## src/rtl/fetch_unit.sv

```systemverilog
// Instruction fetch sequencer between the 64x8 RAM and decode/execute: fetches,
// length-decodes and presents bundles, arbitrates stores. FETCH_PERF_EN adds perf counters.
module fetch_unit #(
    parameter int ADDR_W   = 6,
    parameter int DATA_W   = 8,
    parameter int RESET_PC = 0
) (
    input  logic              clk,
    input  logic              rst_n,
    output logic [ADDR_W-1:0] mem_addr,
    output logic [DATA_W-1:0] mem_data,
    output logic              mem_we,
    input  logic [DATA_W-1:0] mem_opcode,
    input  logic [DATA_W-1:0] mem_op1,
    input  logic [DATA_W-1:0] mem_op2,
    output logic              instr_valid,
    input  logic              instr_ready,
    output logic [DATA_W-1:0] instr_opcode,
    output logic [DATA_W-1:0] instr_op1,
    output logic [DATA_W-1:0] instr_op2,
    output logic [1:0]        instr_len,
    output logic [ADDR_W-1:0] instr_pc,
    input  logic              jump_en,
    input  logic [ADDR_W-1:0] jump_addr,
    input  logic              st_req,
    input  logic [ADDR_W-1:0] st_addr,
    input  logic [DATA_W-1:0] st_data,
    output logic              st_ack,
    output logic              halted,
    output logic              fault
`ifdef FETCH_PERF_EN
    ,
    output logic [15:0]       perf_instr,
    output logic [15:0]       perf_stall
`endif
);

    typedef enum logic [2:0] {
        ST_ISSUE,
        ST_WAIT,
        ST_PRESENT,
        ST_STORE,
        ST_HALT
    } state_t;

    localparam logic [ADDR_W-1:0] PC_RST  = ADDR_W'(RESET_PC);
    localparam logic [ADDR_W:0]   MEM_TOP = {1'b1, {ADDR_W{1'b0}}};

    state_t              r_state;
    state_t              w_state_nxt;
    logic [ADDR_W-1:0]   r_pc;
    logic [DATA_W-1:0]   r_opcode;
    logic [DATA_W-1:0]   r_op1;
    logic [DATA_W-1:0]   r_op2;
    logic [1:0]          r_len;
    logic [ADDR_W-1:0]   r_ipc;
    logic                r_halted;
    logic                r_fault;

    logic [1:0]          w_len;
    logic [ADDR_W:0]     w_end;
    logic                w_overflow;
    logic                w_is_halt;
    logic                w_latch;
    logic                w_accept;
    logic                w_fault_set;
    logic                w_jump;

    always_comb begin
        unique case (mem_opcode[DATA_W-1 -: 2])
            2'b01:   w_len = 2'd2;
            2'b10:   w_len = 2'd3;
            default: w_len = 2'd1;
        endcase
    end

    assign w_end      = {1'b0, r_pc} + (ADDR_W+1)'(w_len);
    assign w_overflow = (w_end > MEM_TOP);
    assign w_is_halt  = (r_opcode[DATA_W-1 -: 2] == 2'b11);
    assign w_jump     = jump_en && (r_state != ST_HALT);

    always_comb begin
        w_state_nxt = r_state;
        w_latch     = 1'b0;
        w_accept    = 1'b0;
        w_fault_set = 1'b0;
        unique case (r_state)
            ST_ISSUE:   w_state_nxt = st_req ? ST_STORE : ST_WAIT;
            ST_WAIT: begin
                w_latch     = 1'b1;
                w_fault_set = w_overflow;
                w_state_nxt = w_overflow ? ST_HALT : ST_PRESENT;
            end
            ST_PRESENT: begin
                if (instr_ready) begin
                    w_accept    = 1'b1;
                    w_state_nxt = w_is_halt ? ST_HALT : ST_ISSUE;
                end
            end
            ST_STORE:   w_state_nxt = ST_ISSUE;
            default:    w_state_nxt = ST_HALT;
        endcase
        // A redirect discards the in-flight fetch and any same-cycle accept.
        if (w_jump) begin
            w_state_nxt = ST_ISSUE;
            w_latch     = 1'b0;
            w_accept    = 1'b0;
            w_fault_set = 1'b0;
        end
    end

    always_ff @(posedge clk or negedge rst_n) begin
        if (!rst_n) begin
            r_state  <= ST_ISSUE;
            r_pc     <= PC_RST;
            r_opcode <= '0;
            r_op1    <= '0;
            r_op2    <= '0;
            r_len    <= '0;
            r_ipc    <= '0;
            r_halted <= 1'b0;
            r_fault  <= 1'b0;
        end else begin
            r_state <= w_state_nxt;
            if (w_jump) begin
                r_pc <= jump_addr;
            end else if (w_accept && !w_is_halt) begin
                r_pc <= r_pc + ADDR_W'(r_len);
            end
            if (w_latch) begin
                r_opcode <= mem_opcode;
                r_op1    <= (w_len >= 2'd2) ? mem_op1 : '0;
                r_op2    <= (w_len == 2'd3) ? mem_op2 : '0;
                r_len    <= w_len;
                r_ipc    <= r_pc;
            end
            if (w_fault_set || (w_accept && w_is_halt)) begin
                r_halted <= 1'b1;
            end
            if (w_fault_set) begin
                r_fault <= 1'b1;
            end
        end
    end

    assign mem_addr     = (r_state == ST_STORE) ? st_addr : r_pc;
    assign mem_data     = (r_state == ST_STORE) ? st_data : '0;
    assign mem_we       = (r_state == ST_STORE);
    assign st_ack       = (r_state == ST_STORE);
    assign instr_valid  = (r_state == ST_PRESENT);
    assign instr_opcode = r_opcode;
    assign instr_op1    = r_op1;
    assign instr_op2    = r_op2;
    assign instr_len    = r_len;
    assign instr_pc     = r_ipc;
    assign halted       = r_halted;
    assign fault        = r_fault;

`ifdef FETCH_PERF_EN
    logic [15:0] r_perf_instr;
    logic [15:0] r_perf_stall;

    always_ff @(posedge clk or negedge rst_n) begin
        if (!rst_n) begin
            r_perf_instr <= '0;
            r_perf_stall <= '0;
        end else begin
            if (w_accept && (r_perf_instr != '1)) begin
                r_perf_instr <= r_perf_instr + 16'd1;
            end
            if ((r_state == ST_PRESENT) && !instr_ready && (r_perf_stall != '1)) begin
                r_perf_stall <= r_perf_stall + 16'd1;
            end
        end
    end

    assign perf_instr = r_perf_instr;
    assign perf_stall = r_perf_stall;
`endif

endmodule

```

## config.mk

```make
export PLATFORM = sky130hd
export DESIGN_NAME = fetch_unit
export DESIGN_NICKNAME = d
export VERILOG_FILES = /design/src/rtl/fetch_unit.sv
export SDC_FILE = /design/constraint.sdc
export NUM_CORES = 1
export LEC_CHECK = 0
export ABC_AREA = 1
export CAP_MARGIN = 10
export CORE_ASPECT_RATIO = 0.9
export CORE_UTILIZATION = 32
export DETAILED_ROUTE_END_ITERATION = 6
export HOLD_SLACK_MARGIN = 0.1
export PLACE_DENSITY = 0.63
export SETUP_SLACK_MARGIN = 0.2
export SYNTH_ARGS = -nofsm -noshare
export SYNTH_HDL_FRONTEND = slang
export SYNTH_SLANG_ARGS = --single-unit
```

## constraint.sdc

```tcl
create_clock -name clk -period 1.7 [get_ports clk]
set_input_delay 0.34 -clock clk [delete_from_list [all_inputs] [get_ports clk]]
set_output_delay 0.34 -clock clk [all_outputs]
set_load 0.005 [all_outputs]
```

==> results of run 1 <==
==> path summary, 6_finish.rpt <==
path | startpoint | to | slack [ns]
setup / recovery | r_state[0] | mem_we | -0.12
hold / removal | mem_opcode[6] | instr_opcode[6] | 0.45
setup reg to reg | r_state[2] | r_pc[5] | -0.03
hold reg to reg | instr_opcode[0] | instr_opcode[0] | 0.47
max in group asynchronous | rst_n | instr_op1[2] | 0.72
min in group asynchronous | rst_n | instr_pc[1] | 0.49
==> power by group <==
group	internal (mW)	switching, mW	leakage, nW	total, mW
Sequential	1.40	0.263	0.548	1.66
Combinational	1.28	1.02	1.71	2.30
Clock	0.288	0.362	0.0412	0.650
==> critical path, cell delays in order, from the launching register on <==
cell	delay, ns
sky130_fd_sc_hd__dfrtp_1	0.39
sky130_fd_sc_hd__inv_2	0.07
sky130_fd_sc_hd__nor2_4	0.04
sky130_fd_sc_hd__nand2_4	0.12
sky130_fd_sc_hd__clkinvlp_4	0.13
sky130_fd_sc_hd__buf_4	0.15
sky130_fd_sc_hd__buf_6	0.10
sky130_fd_sc_hd__clkdlybuf4s15_2	0.19
==> logic make-up (layout without fill, tap and decap cells) <==
kind of cell | count (synthesis) | count (layout)
AOI/OAI and AO/OA | 27 | 27
adders and majority gates | 8 | 8
buffers and inverters | 45 | 199
and+or+nand+nor | 159 | 159
DFF | 43 | 43
==> timing repair <==
item | 4_1_cts | 5_1_grt
resized for setup | 105 | 36
hold buffers | 1 | 0
setup buffers | 18 | 7
pin swaps | 15 | 9
gates cloned | 1 | 6
setup endpoints to repair | 48 | 66
hold endpoints to repair | 13 | 0
==> Yosys cell counts, drive strengths merged <==
cell and number:
a21oi 3, ha 6, nor3 1, nand2 112, inv 35, nand3 28, nor2 14, nand3b 2
nand4 1, buf 10, fa 2, o21ai 24, dfrtp 43, nor4 1
==> per-layer routing <==
layer	GRT usage (%)	vias to the layer above	share of wire, %
met1	23.2	1092	48
met3	3.48	5	4.6
met2	30.8	57	46
li1	-	1188	-
met5	0	-	0
met4	3.81	0	0.54
==> cell type report <==
| type | instances | share of cell area [%] |
|---|---|---|
| timing repair buffer | 155 | 37.9 |
| multi-input combinational | 194 | 26.7 |
| sequential | 43 | 26.5 |
| inverter | 35 | 3.78 |
| tap | 90 | 2.77 |
| clock buffer | 6 | 1.78 |
| clock inverter | 2 | 0.308 |
| timing repair inverter | 1 | 0.185 |
==> sequential cells by signal, indices dropped and copies added, names as in the netlist <==
name	flops
instr_op1	8
r_state	3
fault	1
instr_opcode	8
halted	1
instr_len	2
instr_op2	8
instr_pc	6
r_pc	6
==> stage by stage <==
step | utilization, % | power (mW) | cell area, µm² | std cells | TNS, ns
final | 60.1 | 4.61 | 4070 | 526 | -0.914
after global routing | 60.1 | 4.98 | 4070 | 526 | -2.54
after CTS | 56.0 | 4.50 | 3780 | 513 | -1.08
after detailed placement | 52.7 | 3.85 | 3570 | 485 | -3.79
after global placement | 52.7 | 3.82 | 3570 | 485 | -3.53
after floorplan | - | 2.60 | 2350 | 282 | 0
==> metrics.cfg, run 1 <==
[drt]
routed_wl_um=7070
post_drt_via_cell_ratio=4.45
via_count=2342
postRouteAntennaNets=0
drc_errors=0
avgRoutedWirePerCell_um=13.4
detail_route.iter0.violations=58
drt_pass1_iterations=4

[sta]
rsz0062_at_grt=yes
finalWorstPathRequiredPeriod_ns=1.82
final_max_slew_viol_count=0
worst_slack_ns=-0.122
worst_pin_slew_ns=0.375
fmax_mhz=549
max_slew_margin_pct=75.0
worst_slack_on_hold_paths_ns=0.448
layout_worst_path_cycle_share_pct=107
timing.final.setup_violations=18
hold_viol_final=0
worst_clock_skew_ns=0.0106

[placement]
gp_congestion=0.839
pre_cts_slack_ns=-0.596
place.detailed.hpwl_um=4660
placement.io_buffers=99

[clock_network]
tritoncts_num_sinks=43
htreeDepth=2
tritoncts_clock_tree=built
clock_tree.root_cell=sky130_fd_sc_hd__clkbuf_8
cts_max_path_buffers=2
clk_latency_ns=0.30
numCtsBuffers=5
clock_pin_slew_of_the_registers_on_the_worst_case_setup_and_hold_paths_ns=0.08

[synthesis]
synth_top_cells_by_area=sky130_fd_sc_hd__dfrtp_1, sky130_fd_sc_hd__nand2_1, sky130_fd_sc_hd__nand3_1
yosysSeqAreaShare_pct=46.9
number_of_warnings_printed_during_yosys_synthesis=0
synth.top_cell.area_share_pct=46.9
synthesis.instances=282
complex_gate_fraction_of_the_synthesized_area_pct=7.53
netlist-cell-type-count=22
synth.area.mux_share_pct=0
synth_top_area_cell=sky130_fd_sc_hd__dfrtp_1
synthesis.area_per_instance_um2=8.13
mappedNetlistNets=339
synth_simple_gate_area_share_pct=30.5
postSynthRegisterBits=43
synth-xor-area-share_pct=0
syn_area_um2=2290
yosys.area_share.adder_pct=5.02
synth_top_family_by_area=simple AND/OR/NAND/NOR gates

[power_and_ir_drop]
p_leak_nw=2.30
vdd.ir_drop.worst_uv=471
p_per_area_nw_per_um2=1130

[critical_path]
arrival_ns=1.48
end_kind=output port
start_kind=register
cp_data_required_time_ns=1.36
worst-setup-path-type=register to output port
ff2ff_path_depth=11
crit_path_max_fanout=5

[global_route]
antenna_found_initial=0
grt_pass1_wl_um=10400
grt_max_degree=35
grt_overflow=0
grt_usage_pct=17.7
grt_pass1_vias=2232

[hold_path]
hold_path_class=input pin to register
holdPathStages=4

[finish]
layout.filler_cells=623
flip_flop_and_latch_area_um2=1080
n_antenna_cell=0
most-common-layout-cells=sky130_fd_sc_hd__nand2_1, sky130_fd_sc_hd__clkdlybuf4s50_1, sky130_fd_sc_hd__dfrtp_1
nNetsFinal=492
layout-drive-gt1-share_pct=29.8
final_common_cell=sky130_fd_sc_hd__nand2_1
multiInputGateArea_um2=1090
layout-area-overhead-vs-synth_pct=77.3

[floorplanning]
pin_count=100
die_h_um=82.3
floorplan.initialDensity_pct=33.9
chipWidth_um=91.2
placement_rows=28
coreArea_um2=6760
die-area_um2=7510

[run_status]
status=finished with violations
violations=negative setup slack

[run]
maxCapViolCount=0

No activity file was read; power rests on OpenSTA's default activity.
==> run 2, diff against run 1 <==
--- a/config.mk
+++ b/config.mk
@@ -6,12 +6,13 @@
 export NUM_CORES = 1
 export LEC_CHECK = 0
 export ABC_AREA = 1
-export CAP_MARGIN = 10
+export CAP_MARGIN = 30
 export CORE_ASPECT_RATIO = 0.9
 export CORE_UTILIZATION = 32
 export DETAILED_ROUTE_END_ITERATION = 6
+export DONT_BUFFER_PORTS = 1
 export HOLD_SLACK_MARGIN = 0.1
-export PLACE_DENSITY = 0.63
+export PLACE_DENSITY = 0.45
 export SETUP_SLACK_MARGIN = 0.2
 export SYNTH_ARGS = -nofsm -noshare
 export SYNTH_HDL_FRONTEND = slang
==> metrics.cfg, run 2 (synthesis results as in run 1) <==
[clock_network]
cts_max_path_buffers=2  ; unchanged
tritoncts_num_sinks=43  ; unchanged
tritoncts_clock_tree=built
htreeDepth=2  ; unchanged
clock_tree.root_cell=sky130_fd_sc_hd__clkbuf_8
clock_pin_slew_of_the_registers_on_the_worst_case_setup_and_hold_paths_ns=0.09  ; about the same
clk_latency_ns=0.29  ; about the same
numCtsBuffers=5  ; unchanged

[finish]
core_util_final_pct=42.9  ; -17 points
most-common-layout-cells=sky130_fd_sc_hd__nand2_1, sky130_fd_sc_hd__dfrtp_1, sky130_fd_sc_hd__nand3_1
fin_cells=393  ; -25%
layout-area-overhead-vs-synth_pct=26.5
nNetsFinal=359  ; -27%
layout-drive-gt1-share_pct=30.7  ; +0.88 points
layout.filler_cells=700  ; +12%
n_antenna_cell=0  ; unchanged
final_common_cell=sky130_fd_sc_hd__nand2_1
finalInstanceArea_um2=2900  ; -29%

[hold_path]
hp-start=mem_opcode[1]
hold_path_class=input pin to register

[placement]
placed_cells=371  ; -24%
gp_congestion=0.836  ; -0.44%
place.detailed.hpwl_um=3840  ; -18%
placement.io_buffers=0  ; -100%
placedInstanceArea_um2=2430  ; -32%

[critical_path]
crit_path_start=r_state[0]
worst-path-buf-inv=2  ; -3
crit_path_max_fanout=8  ; +3
cpMaxStageDelayCell=sky130_fd_sc_hd__dfrtp_2
cpPeakStageDelay_ns=0.41  ; +0.02 ns
reg2reg_from=r_pc[0]
cp_data_required_time_ns=1.36  ; about the same
setup.reg_to_reg.worst_slack_ns=0.11  ; +0.14 ns
crit_path_cell_trace=inv_2 -> nor2_4 -> nand2_4 -> buf_12 -> nor2_4
arrival_ns=1.28  ; -0.20 ns
start_kind=register
worst-setup-path-type=register to output port
critical_path.most_common_cell=sky130_fd_sc_hd__nor2_4
critical-path-top-delay-family=flip-flops
end_kind=output port

[global_route]
use_met3_pct=5.40  ; +1.9 points
grt_usage_pct=15.0  ; -2.8 points
grt_max_degree=44  ; +26%
antenna_found_initial=0  ; unchanged
grt_most_used_layer=met2
grt_pass1_vias=1738  ; -22%
grt_overflow=0  ; unchanged
grt.met1_usage_pct=19.4  ; -3.8 points
globalRouteMet2Util_pct=23.9  ; -6.9 points
grt_pass1_wl_um=8790  ; -16%

[sta]
worst_slack_on_hold_paths_ns=0.157  ; -0.291 ns
worst_clock_skew_ns=0.0106  ; +0.0000899 ns
fmax_mhz=617  ; +12%
max_slew_margin_pct=75.4  ; +0.42 points
rsz0062_at_grt=yes
layout_worst_path_cycle_share_pct=95.3  ; -12 points
timing.final.setup_violations=0  ; -18
hold_viol_final=0  ; unchanged
final_max_slew_viol_count=0  ; unchanged
finalWorstPathRequiredPeriod_ns=1.62  ; -0.202 ns
worst_pin_slew_ns=0.369  ; -0.00634 ns

[power_and_ir_drop]
vdd.ir_drop.worst_uv=659  ; +40%
p_leak_nw=1.49  ; -35%
p_per_area_nw_per_um2=1370  ; +21%

[floorplanning]
pin_count=100  ; unchanged
die_h_um=82.3  ; unchanged
die-area_um2=7510  ; unchanged
placement_rows=28  ; unchanged
coreArea_um2=6760  ; unchanged
floorplan.initialDensity_pct=33.9  ; unchanged
chipWidth_um=91.2  ; unchanged

[drt]
post_drt_via_cell_ratio=4.77  ; +7.2%
via_count=1876  ; -20%
avgRoutedWirePerCell_um=14.3  ; +6.4%
drt_pass1_iterations=4  ; unchanged
detail_route.iter0.violations=78  ; +34%
postRouteAntennaNets=0  ; unchanged
drc_errors=0  ; unchanged
routed_wl_um=5620  ; -20%

[run]
maxCapViolCount=0  ; unchanged

[run_status]
status=completed

run 2: worst paths after layout:
kind | end | depth (start not counted)
max in group asynchronous | r_state[2] | 2
setup / recovery | mem_data[6] | 5
min in group asynchronous | instr_pc[2] | 2
setup reg to reg | r_state[1] | 9
hold reg to reg | r_state[0] | 1
hold / removal | instr_opcode[1] | 2
run 2: worst register-to-register path, delay by kind of cell, from the launching register on:
kind	cells	cell delay [ns]
AND/OR/NAND/NOR	7	0.38
flip-flops	1	0.44
adder cells (fa/ha/maj)	2	0.64
run 2: metal layers:
metal,vias up,routed length (µm)
met5,-,0
met4,0,27
met3,2,425
met1,878,2540
met2,72,2630
li1,924,-
run 2: where the power goes:
group          switching, mW  total [mW]  internal [mW]
sequential             0.362        1.76           1.40
combinational          0.783        1.40          0.621
clock                  0.370       0.808          0.438
total                   1.51        3.97           2.46
run 2: cell type report:
| cell class | count | area (µm²) | area share (%) |
|---|---|---|---|
| timing repair buffer | 21 | 235 | 8.11 |
| tap | 90 | 113 | 3.88 |
| timing repair inverter | 2 | 12.5 | 0.431 |
| multi-input combinational | 194 | 1180 | 40.8 |
| clock buffer | 5 | 68.8 | 2.37 |
| clock inverter | 3 | 43.8 | 1.51 |
| sequential | 43 | 1080 | 37.2 |
| inverter | 35 | 164 | 5.65 |
run 2: stage by stage:
stage	TNS (ns)	worst slack (ns)	total power, mW
5_1_grt	-0.107	-0.0516	4.31
6_report	0	0.0798	3.97
3_5_place_dp	0	0.00956	2.89
4_1_cts	0	0.0921	3.87
2_1_floorplan	0	0.0518	2.60
3_3_place_gp	0	0.0187	2.88
run 2: repair_timing:
item,CTS,global route
cloned,0,2
pin swaps,6,13
hold buffers,3,0
buffers inserted,5,4
endpoints found under the setup margin,24,49
gates resized for setup,33,29
endpoints found under the hold margin,44,0
